$ cat config.mk
export PLATFORM = sky130hd
export DESIGN_NAME = pipelined_cpu_top
export DESIGN_NICKNAME = d
export VERILOG_FILES = /design/src/rtl/pipelined_cpu_top.sv
export SDC_FILE = /design/constraint.sdc
export NUM_CORES = 1
export LEC_CHECK = 0
export BUFFER_PORTS_ARGS = -buffer_cell sky130_fd_sc_hd__buf_2
export CORE_ASPECT_RATIO = 1.1
export CORE_UTILIZATION = 35
export DETAILED_ROUTE_END_ITERATION = 8
export PLACE_DENSITY = 0.68
export REMOVE_ABC_BUFFERS = 1
export SLEW_MARGIN = 20
export SYNTH_ARGS = -nofsm -noshare
export SYNTH_HDL_FRONTEND = slang
export SYNTH_SLANG_ARGS = --single-unit
$ cat constraint.sdc
create_clock -name clock -period 4.44 [get_ports clock]
set_clock_uncertainty 0.1 [all_clocks]
set_input_delay 0.444 -clock clock [delete_from_list [all_inputs] [get_ports clock]]
set_output_delay 0.444 -clock clock [all_outputs]
set_load 0.01 [all_outputs]
$ cat src/rtl/pipelined_cpu_top.sv
// Five-stage MIPS-subset CPU: IF/ID/EX/MEM/WB, branches resolved in ID
// with one delay slot, full forwarding into ID and a 1-cycle load-use stall.
module pipelined_cpu_top #(
    parameter int IMEM_WORDS = 64,
    parameter int DMEM_WORDS = 32,
    parameter logic [IMEM_WORDS*32-1:0] IMEM_INIT = '0
) (
    input  logic        clock,
    input  logic        memclock,
    input  logic        resetn,
    output logic [31:0] pc,
    output logic [31:0] inst,
    output logic [31:0] ealu,
    output logic [31:0] malu,
    output logic [31:0] walu
);
    localparam int IA = $clog2(IMEM_WORDS);
    localparam int DA = $clog2(DMEM_WORDS);

    typedef enum logic [3:0] {
        A_ADD, A_SUB, A_AND, A_OR, A_XOR,
        A_SLL, A_SRL, A_SRA, A_LUI
    } aluc_t;

    typedef struct packed {
        logic [31:0] pc4;
        logic [31:0] inst;
    } if_id_t;

    typedef struct packed {
        logic        wreg;
        logic        m2reg;
        logic        wmem;
        logic        jal;
        logic        shift;
        logic        aluimm;
        aluc_t       aluc;
        logic [31:0] a;
        logic [31:0] b;
        logic [31:0] imm;
        logic [31:0] pc8;
        logic [4:0]  sa;
        logic [4:0]  rn;
    } id_ex_t;

    typedef struct packed {
        logic        wreg;
        logic        m2reg;
        logic        wmem;
        logic [31:0] alu;
        logic [31:0] b;
        logic [4:0]  rn;
    } ex_mem_t;

    typedef struct packed {
        logic        wreg;
        logic        m2reg;
        logic [31:0] mo;
        logic [31:0] alu;
        logic [4:0]  rn;
    } mem_wb_t;

    if_id_t  d;
    id_ex_t  e, e_n;
    ex_mem_t m;
    mem_wb_t w;

    logic [31:0] rom [IMEM_WORDS];
    logic [31:0] dmem [DMEM_WORDS];
    logic [31:0] rf [32];

    // memclock exists only for pin compatibility
    logic unused_ok;
    assign unused_ok = memclock;

    // ---------------- IF ----------------
    for (genvar g = 0; g < IMEM_WORDS; g++) begin : g_rom
        assign rom[g] = IMEM_INIT[g*32 +: 32];
    end
    assign inst = rom[pc[IA+1:2]];

    // ---------------- ID ----------------
    logic [5:0]  op, fn;
    logic [4:0]  rs, rt, rd, sa;
    logic [15:0] imm;
    assign op  = d.inst[31:26];
    assign rs  = d.inst[25:21];
    assign rt  = d.inst[20:16];
    assign rd  = d.inst[15:11];
    assign sa  = d.inst[10:6];
    assign fn  = d.inst[5:0];
    assign imm = d.inst[15:0];

    logic rop;
    logic r_add, r_sub, r_and, r_or, r_xor;
    logic r_sll, r_srl, r_sra, r_jr;
    logic i_addi, i_andi, i_ori, i_xori, i_lui;
    logic i_lw, i_sw, i_beq, i_bne, i_j, i_jal;
    assign rop    = op == 6'h00;
    assign r_add  = rop && fn == 6'h20;
    assign r_sub  = rop && fn == 6'h22;
    assign r_and  = rop && fn == 6'h24;
    assign r_or   = rop && fn == 6'h25;
    assign r_xor  = rop && fn == 6'h26;
    assign r_sll  = rop && fn == 6'h00;
    assign r_srl  = rop && fn == 6'h02;
    assign r_sra  = rop && fn == 6'h03;
    assign r_jr   = rop && fn == 6'h08;
    assign i_j    = op == 6'h02;
    assign i_jal  = op == 6'h03;
    assign i_beq  = op == 6'h04;
    assign i_bne  = op == 6'h05;
    assign i_addi = op == 6'h08;
    assign i_andi = op == 6'h0c;
    assign i_ori  = op == 6'h0d;
    assign i_xori = op == 6'h0e;
    assign i_lui  = op == 6'h0f;
    assign i_lw   = op == 6'h23;
    assign i_sw   = op == 6'h2b;

    logic  wreg, m2reg, wmem, shift, aluimm;
    logic  sext, regrt, use_rs, use_rt;
    aluc_t aluc;

    always_comb begin
        wreg = 1'b0; m2reg = 1'b0; wmem = 1'b0;
        shift = 1'b0; aluimm = 1'b0; sext = 1'b0;
        regrt = 1'b0; use_rs = 1'b0; use_rt = 1'b0;
        aluc = A_ADD;
        unique case (1'b1)
            r_add: begin wreg = 1'b1; use_rs = 1'b1; use_rt = 1'b1; end
            r_sub: begin wreg = 1'b1; use_rs = 1'b1; use_rt = 1'b1; aluc = A_SUB; end
            r_and: begin wreg = 1'b1; use_rs = 1'b1; use_rt = 1'b1; aluc = A_AND; end
            r_or:  begin wreg = 1'b1; use_rs = 1'b1; use_rt = 1'b1; aluc = A_OR; end
            r_xor: begin wreg = 1'b1; use_rs = 1'b1; use_rt = 1'b1; aluc = A_XOR; end
            r_sll: begin wreg = 1'b1; use_rt = 1'b1; shift = 1'b1; aluc = A_SLL; end
            r_srl: begin wreg = 1'b1; use_rt = 1'b1; shift = 1'b1; aluc = A_SRL; end
            r_sra: begin wreg = 1'b1; use_rt = 1'b1; shift = 1'b1; aluc = A_SRA; end
            r_jr:  use_rs = 1'b1;
            i_addi: begin wreg = 1'b1; use_rs = 1'b1; aluimm = 1'b1; sext = 1'b1; regrt = 1'b1; end
            i_andi: begin wreg = 1'b1; use_rs = 1'b1; aluimm = 1'b1; regrt = 1'b1; aluc = A_AND; end
            i_ori:  begin wreg = 1'b1; use_rs = 1'b1; aluimm = 1'b1; regrt = 1'b1; aluc = A_OR; end
            i_xori: begin wreg = 1'b1; use_rs = 1'b1; aluimm = 1'b1; regrt = 1'b1; aluc = A_XOR; end
            i_lui:  begin wreg = 1'b1; aluimm = 1'b1; regrt = 1'b1; aluc = A_LUI; end
            i_lw: begin
                wreg = 1'b1; m2reg = 1'b1; use_rs = 1'b1;
                aluimm = 1'b1; sext = 1'b1; regrt = 1'b1;
            end
            i_sw: begin
                wmem = 1'b1; use_rs = 1'b1; use_rt = 1'b1;
                aluimm = 1'b1; sext = 1'b1;
            end
            i_beq, i_bne: begin use_rs = 1'b1; use_rt = 1'b1; end
            i_jal: wreg = 1'b1;
            default: ;
        endcase
    end

    // Forwarding into ID: EX (non-load) > MEM > WB > register file
    logic [31:0] mdata, fa, fb;
    assign mdata = m.m2reg ? dmem[m.alu[DA+1:2]] : m.alu;

    assign fa = (rs == 5'd0) ? 32'd0 :
                (e.wreg && !e.m2reg && e.rn == rs) ? ealu :
                (m.wreg && m.rn == rs) ? mdata :
                (w.wreg && w.rn == rs) ? walu : rf[rs];
    assign fb = (rt == 5'd0) ? 32'd0 :
                (e.wreg && !e.m2reg && e.rn == rt) ? ealu :
                (m.wreg && m.rn == rt) ? mdata :
                (w.wreg && w.rn == rt) ? walu : rf[rt];

    logic stall, taken;
    assign stall = e.wreg && e.m2reg && e.rn != 5'd0 &&
                   ((use_rs && e.rn == rs) || (use_rt && e.rn == rt));
    assign taken = (i_beq && fa == fb) || (i_bne && fa != fb);

    logic [31:0] npc;
    always_comb begin
        npc = pc + 32'd4;
        unique case (1'b1)
            r_jr:        npc = fa;
            i_j, i_jal:  npc = {d.pc4[31:28], d.inst[25:0], 2'b00};
            taken:       npc = d.pc4 + {{14{imm[15]}}, imm, 2'b00};
            default: ;
        endcase
    end

    always_comb begin
        e_n = '0;
        if (!stall) begin
            e_n.wreg   = wreg;
            e_n.m2reg  = m2reg;
            e_n.wmem   = wmem;
            e_n.jal    = i_jal;
            e_n.shift  = shift;
            e_n.aluimm = aluimm;
            e_n.aluc   = aluc;
            e_n.a      = fa;
            e_n.b      = fb;
            e_n.imm    = sext ? {{16{imm[15]}}, imm} : {16'h0, imm};
            e_n.pc8    = d.pc4 + 32'd4;
            e_n.sa     = sa;
            e_n.rn     = i_jal ? 5'd31 : (regrt ? rt : rd);
        end
    end

    // ---------------- EX ----------------
    logic [31:0] xa, xb, alu_r;
    assign xa = e.shift ? {27'h0, e.sa} : e.a;
    assign xb = e.aluimm ? e.imm : e.b;

    always_comb begin
        unique case (e.aluc)
            A_SUB:   alu_r = xa - xb;
            A_AND:   alu_r = xa & xb;
            A_OR:    alu_r = xa | xb;
            A_XOR:   alu_r = xa ^ xb;
            A_SLL:   alu_r = xb << xa[4:0];
            A_SRL:   alu_r = xb >> xa[4:0];
            A_SRA:   alu_r = $signed(xb) >>> xa[4:0];
            A_LUI:   alu_r = {xb[15:0], 16'h0};
            default: alu_r = xa + xb;
        endcase
    end

    assign ealu = e.jal ? e.pc8 : alu_r;

    // ---------------- MEM / WB ----------------
    assign malu = m.alu;
    assign walu = w.m2reg ? w.mo : w.alu;

    always_ff @(posedge clock) begin
        if (m.wmem) dmem[m.alu[DA+1:2]] <= m.b;
    end

    always_ff @(posedge clock) begin
        if (w.wreg && w.rn != 5'd0) rf[w.rn] <= walu;
    end

    always_ff @(posedge clock or posedge resetn) begin
        if (resetn) begin
            pc <= '0;
            d  <= '0;
            e  <= '0;
            m  <= '0;
            w  <= '0;
        end else begin
            if (!stall) begin
                pc     <= npc;
                d.pc4  <= pc + 32'd4;
                d.inst <= inst;
            end
            e       <= e_n;
            m.wreg  <= e.wreg;
            m.m2reg <= e.m2reg;
            m.wmem  <= e.wmem;
            m.alu   <= ealu;
            m.b     <= e.b;
            m.rn    <= e.rn;
            w.wreg  <= m.wreg;
            w.m2reg <= m.m2reg;
            w.mo    <= dmem[m.alu[DA+1:2]];
            w.alu   <= m.alu;
            w.rn    <= m.rn;
        end
    end
endmodule

# --- Yosys cells after proc, flatten, opt, wreduce, memory -nomap -nowiden ---
# Memories as Yosys holds them, arrays and structs flattened.
# Cells that the tools add are included.
# W data, S select, Z words.
word_totals:
  regBits: 387
  ramBits: 2048
  rom_bits: 2048
  inputBits: 3
  output_inout_bits: 160
  elab_cells: 157
  n_memories: 3
mem_list:
  columns: ["memory", "depth", "word_bits", "read_ports", "rd_clocked_by_memory_dff", "write_ports", "line_no", "text"]
  rows:
  - ["(name not given)", 64, 32, 1, 0, 0, "80", "assign inst = rom[pc[IA+1:2]];"]
  - ["dmem", 32, 32, 1, 0, 1, "69", "logic [31:0] dmem [DMEM_WORDS];"]
  - ["rf", 32, 32, 2, 0, 1, "70", "logic [31:0] rf [32];"]
classes:
  addsub: 5
  n_lt_le_gt_ge: 1
  n_eq_ne: 35
  n_shift: 3
  mux: 35
  bitwise_logic: 4
  n_reduce_logical: 44
ops:
  columns: ["cell", "n"]
  rows:
  - ["$mux W32", 16]
  - ["$pmux W32 S8", 1]
  - ["$mux W148", 1]
  - ["$pmux W32 S3", 1]
  - ["$add A32 B3 Y32 const B", 2]
  - ["$add A32 B32 Y32", 2]
  - ["$eq A6 B6 Y1 const B", 7]
  - ["$eq A6 B4 Y1 const B", 6]
  - ["$and A32 B32 Y32", 1]
  - ["$eq A32 B32 Y1", 1]
  - ["$ne A32 B32 Y1", 1]
  - ["$or A32 B32 Y32", 1]
  - ["$pmux W4 S8", 1]
  - ["$shl A32 B5 Y32", 1]
  - ["$shr A32 B5 Y32", 1]
  - ["$sshr A32 B5 Y32", 1]
  - ["$sub A32 B32 Y32", 1]
  - ["$xor A32 B32 Y32", 1]
  - ["$eq A5 B5 Y1", 6]
  - ["$eq A6 B2 Y1 const B", 4]
  - ["$logic_and A1 B1 Y1", 24]
  - ["$eq A4 B3 Y1 const B", 4]
  - ["$reduce_or A15 Y1", 1]
  - ["$reduce_or A14 Y1", 1]
  - ["18 further kinds", 41]

# --- Longest topological paths before layout ---
logic_depth:
  word_depth: 10
  mapped_depth: 5
  mapped_depth_nobuf: 5

# --- Worst setup path after synthesis ---
# OpenSTA, ideal clock, no wires.
synth_timing:
  kind: "register -> register"
  startpoint: "register pc[2]"
  endpoint: "register pc[26]"
  arrival_ns: 1.385
  slack_ns: 2.829
  path_stages_with_launch: 6
  synth_period_minus_slack_ns: 1.611
  cell_sequence: "dfrtp_1 -> ha_1 -> nand4_1 -> nor3_2 -> nand4_1 -> xnor2_1"
synth_via:
  elab_chain_len: 2
synth_rtl:
  columns: ["element", "line_no", "text"]
  rows:
  - ["start: declaration", "11", "output logic [31:0] pc,"]
  - ["start signal: assignment", "249", "pc <= npc;"]
  - ["$add A32 B3 Y32", "179", "npc = pc + 32'd4;"]
  - ["$pmux W32 S3", "180", "unique case (1'b1)"]
# No other way between the ends.
# A chain may end at the register's enable or synchronous reset.

# --- Final worst setup path ---
# Same ends and word-level chain as after synthesis.

==> results.py <==
metrics = {
    "cts": {
        "clk_pin_slew_worst_paths_ns": 0.06,
        "cts-buffers-inserted": 5,
        "cts_sinks": 30,
        "htree_levels": 2,
        "post_cts_setup_buffers": 0,
        "insertion_delay_ns": 0.27,
        "clock_tree.buffer_depth": 2,
        "cts.root.buffer_cell": "sky130_fd_sc_hd__clkbuf_8",
        "cts_hold_repair.buffers": 0,
        "cts_tree": "yes",
        "cts-resized-gates": 0,
    },
    "floorplanning": {
        "pin_count": 163,
        "fp.dieArea_um2": 6850,
        "die_h_um": 86.7,
        "design.core.area_um2": 6230,
        "fp.dieW_um": 79.0,
        "effective_utilization_at_floorplan_pct": 36.6,
        "row_count": 30,
    },
    "synth": {
        "count_of_synthesis_stage_warnings_from_yosys": 0,
        "yosys-top-cells-area": "sky130_fd_sc_hd__buf_4 43%, sky130_fd_sc_hd__dfrtp_1 33%, sky130_fd_sc_hd__xnor2_1 8.1%, sky130_fd_sc_hd__xor2_1 2.7%, sky130_fd_sc_hd__nand4_1 2.5%",
        "post_synth_instance_area_um2": 2280,
        "ys_seq_area_share_pct": 32.9,
        "syn_area_per_cell_um2": 9.59,
        "synthDominantAreaCellType": "sky130_fd_sc_hd__buf_4",
        "synth_top_cell_area_share_pct": 42.8,
        "synth-seq-cells": 30,
        "synth.distinct_cells": 18,
        "synthesized_netlist_cell_count": 238,
    },
    "global_route": {
        "pin_count_of_the_biggest_net_entering_global_routing": 31,
        "grt_first_pass_wirelength_mm": 4.61,
        "globalRoute.totalOverflow": 0,
        "grt.total_usage_pct": 8.82,
        "number_of_global_route_vias_before_repair": 968,
        "grt_antenna_before_repair": 0,
    },
    "sta": {
        "rsz0062_at_grt": "false",
        "totalNegativeSetupSlack_ns": 0,
        "max-slew-margin-rel_pct": 57.2,
        "fin_crit_ns": 1.88,
        "final_hold_viol_count": 0,
        "achievable-frequency_ghz": 0.533,
        "slew_violations": 0,
        "finalSetupViolations": 0,
        "period_share_pct": 42.3,
        "tightestPinTransition_ns": 0.640,
    },
    "worst_setup_path": {
        "startpoint_type": "flip-flop",
        "slowest_stage": "sky130_fd_sc_hd__nor3_2",
        "reg2reg_to": "pc[26]",
        "flop_to_flop_setup_slack_ns": 2.56,
        "crit-reg2reg-launch": "pc[2]",
        "critPathMaxFanout": 8,
        "crit_path_max_incr_delay_ns": 0.49,
        "crit_chain": "ha_1 -> nand4_1 -> nor3_2 -> nand4_1 -> xnor2_1",
        "reg2reg_depth": 5,
        "critical_path.most_common_cell": "sky130_fd_sc_hd__nand4_1",
        "cp-end-kind": "flip-flop",
        "timing.critical_path.arrival_ns": 1.94,
        "setup.worst_path.class": "reg -> reg",
        "crit_required_ns": 4.50,
    },
    "placed_design": {
        "placement.io_buffers": 31,
        "dp_hpwl_mm": 2.40,
        "dpl.cell_count": 348,
        "gpl.final_weighted_congestion": 0.730,
    },
    "drt": {
        "wl_mm": 3.14,
        "post_drt_via_cell_ratio": 3.58,
        "drt_iter0_markers": 31,
        "drcViolationCount": 0,
        "drt_first_pass_iters": 4,
        "routed_wire_length_per_instance_um": 8.81,
        "antenna_left": 0,
        "routed-via-count": 1275,
    },
    "finish": {
        "biggestRegsByFlops": "pc: 30 flops",
        "final-seq-area_um2": 751,
        "largest_reg_by_ff_count": "pc",
        "multiInputGateArea_um2": 1020,
        "area.growth.synth_to_final_pct": -6.36,
        "drive_above_1_share_pct": 15.6,
        "number_of_nets_in_the_final_layout": 279,
        "max_reg_flops": 30,
        "filler_free_cell_count_of_the_finished_design": 356,
        "diodes": 0,
        "fillers": 687,
        "utilization_pct": 34.3,
    },
    "power": {
        "worst_ir_drop_vdd_v": 0.000164,
        "p_per_area_nw_per_um2": 257,
        "total_leakage_power_nw": 1.26,
    },
    "min_path": {
        "min_path_type": "in -> async",
    },
    "run_status": {
        "result_of_the_run": "complete, no violations",
    },
    "run": {
        "drv.max_cap_violation_count": 0,
    },
}
-- layout by cell type (no fill, tap or decap) --
cell type / instances
sky130_fd_sc_hd__buf_2: 31
sky130_fd_sc_hd__nor4_4: 2
sky130_fd_sc_hd__conb_1: 130
sky130_fd_sc_hd__ha_1: 1
sky130_fd_sc_hd__dfrtp_1: 30
sky130_fd_sc_hd__clkbuf_1: 1
sky130_fd_sc_hd__xor2_1: 7
sky130_fd_sc_hd__clkbuf_8: 6
sky130_fd_sc_hd__inv_1: 3
sky130_fd_sc_hd__nor4_1: 1
sky130_fd_sc_hd__nand3_1: 11
sky130_fd_sc_hd__nand2_1: 6
sky130_fd_sc_hd__clkinv_2: 1
sky130_fd_sc_hd__nor3_2: 1
sky130_fd_sc_hd__nor2_1: 4
sky130_fd_sc_hd__xnor2_1: 21
sky130_fd_sc_hd__and3_1: 6
sky130_fd_sc_hd__nand3_2: 1
sky130_fd_sc_hd__and2_1: 1
sky130_fd_sc_hd__and4_1: 2
sky130_fd_sc_hd__inv_2: 1
sky130_fd_sc_hd__nand4_1: 9
-- cells in the mapped netlist --
master / n
sky130_fd_sc_hd__nor4_4: 2
sky130_fd_sc_hd__inv_1: 4
sky130_fd_sc_hd__nand3_1: 11
sky130_fd_sc_hd__nor4_1: 1
sky130_fd_sc_hd__and4_1: 2
sky130_fd_sc_hd__and3_1: 6
sky130_fd_sc_hd__conb_1: 1
sky130_fd_sc_hd__nor2_1: 4
sky130_fd_sc_hd__xnor2_1: 21
sky130_fd_sc_hd__buf_4: 130
sky130_fd_sc_hd__ha_1: 1
sky130_fd_sc_hd__nand4_1: 9
sky130_fd_sc_hd__nand2_1: 6
sky130_fd_sc_hd__nor3_2: 1
sky130_fd_sc_hd__xor2_1: 7
sky130_fd_sc_hd__dfrtp_1: 30
sky130_fd_sc_hd__nand3_2: 1
sky130_fd_sc_hd__and2_1: 1
-- report_power, final --
group	total (mW)	leakage, nW	internal (mW)	switching, mW
clock	0.221	0.0482	0.125	0.0961
combinational	0.0553	0.811	0.000400	0.0549
sequential	0.273	0.405	0.273	0
total	0.550	1.26	0.399	0.151
-- logic make-up after synthesis --
kind of cell / after synthesis / synth area share (%)
simple gates: 44 / 12.2
flops: 30 / 32.9
xor+xnor: 28 / 10.7
buf+inv: 134 / 43.4
other cells: 1 / 0.164
fa+ha+maj: 1 / 0.548
-- metrics by stage --
stage / setup WS [ns] / area, um^2 / total power, mW / hold slack, ns
4_1_cts: 2.53 / 2140 / 0.557 / 0.165
6_report: 2.56 / 2140 / 0.550 / 0.155
5_1_grt: 2.38 / 2140 / 0.578 / 0.205
3_5_place_dp: 2.54 / 2050 / 0.332 / 0.363
3_3_place_gp: 2.57 / 2050 / 0.332 / 0.368
2_1_floorplan: 2.83 / 1790 / 0.330 / 0.408
-- critical path, delay by kind of cell (launching register included) --
kind | cells | cell delay, ns
XOR/XNOR | 1 | 0.15
flip-flops | 1 | 0.41
AND/OR/NAND/NOR | 3 | 0.87
adder cells (fa/ha/maj) | 1 | 0.22
-- routing by layer --
metal,wire length [um],track usage [%]
met1,1290,10.5
met2,1470,14.3
met3,356,3.58
met4,20,2.98
met5,0,0
-- worst max-delay path by stage --
stage	startpoint	endpoint	slack, ns	depth (start not counted)
final	pc[2]	pc[26]	2.56	5
after global routing	pc[2]	pc[30]	2.38	5
after CTS	pc[2]	pc[26]	2.53	5
after detailed placement	pc[2]	pc[26]	2.54	5
after global placement	pc[2]	pc[26]	2.57	5
after floorplan	pc[2]	pc[26]	2.83	5
-- cell type report --
type / count / area share (%)
repair buffers: 31 / 7.26
well taps: 80 / 4.68
flip-flops and latches: 30 / 35.1
inverters: 4 / 0.703
multi-input cells: 203 / 48.0
clock buffers: 7 / 4.04
clock inverters: 1 / 0.234
Note: power is estimated with default switching activity, not from simulation.
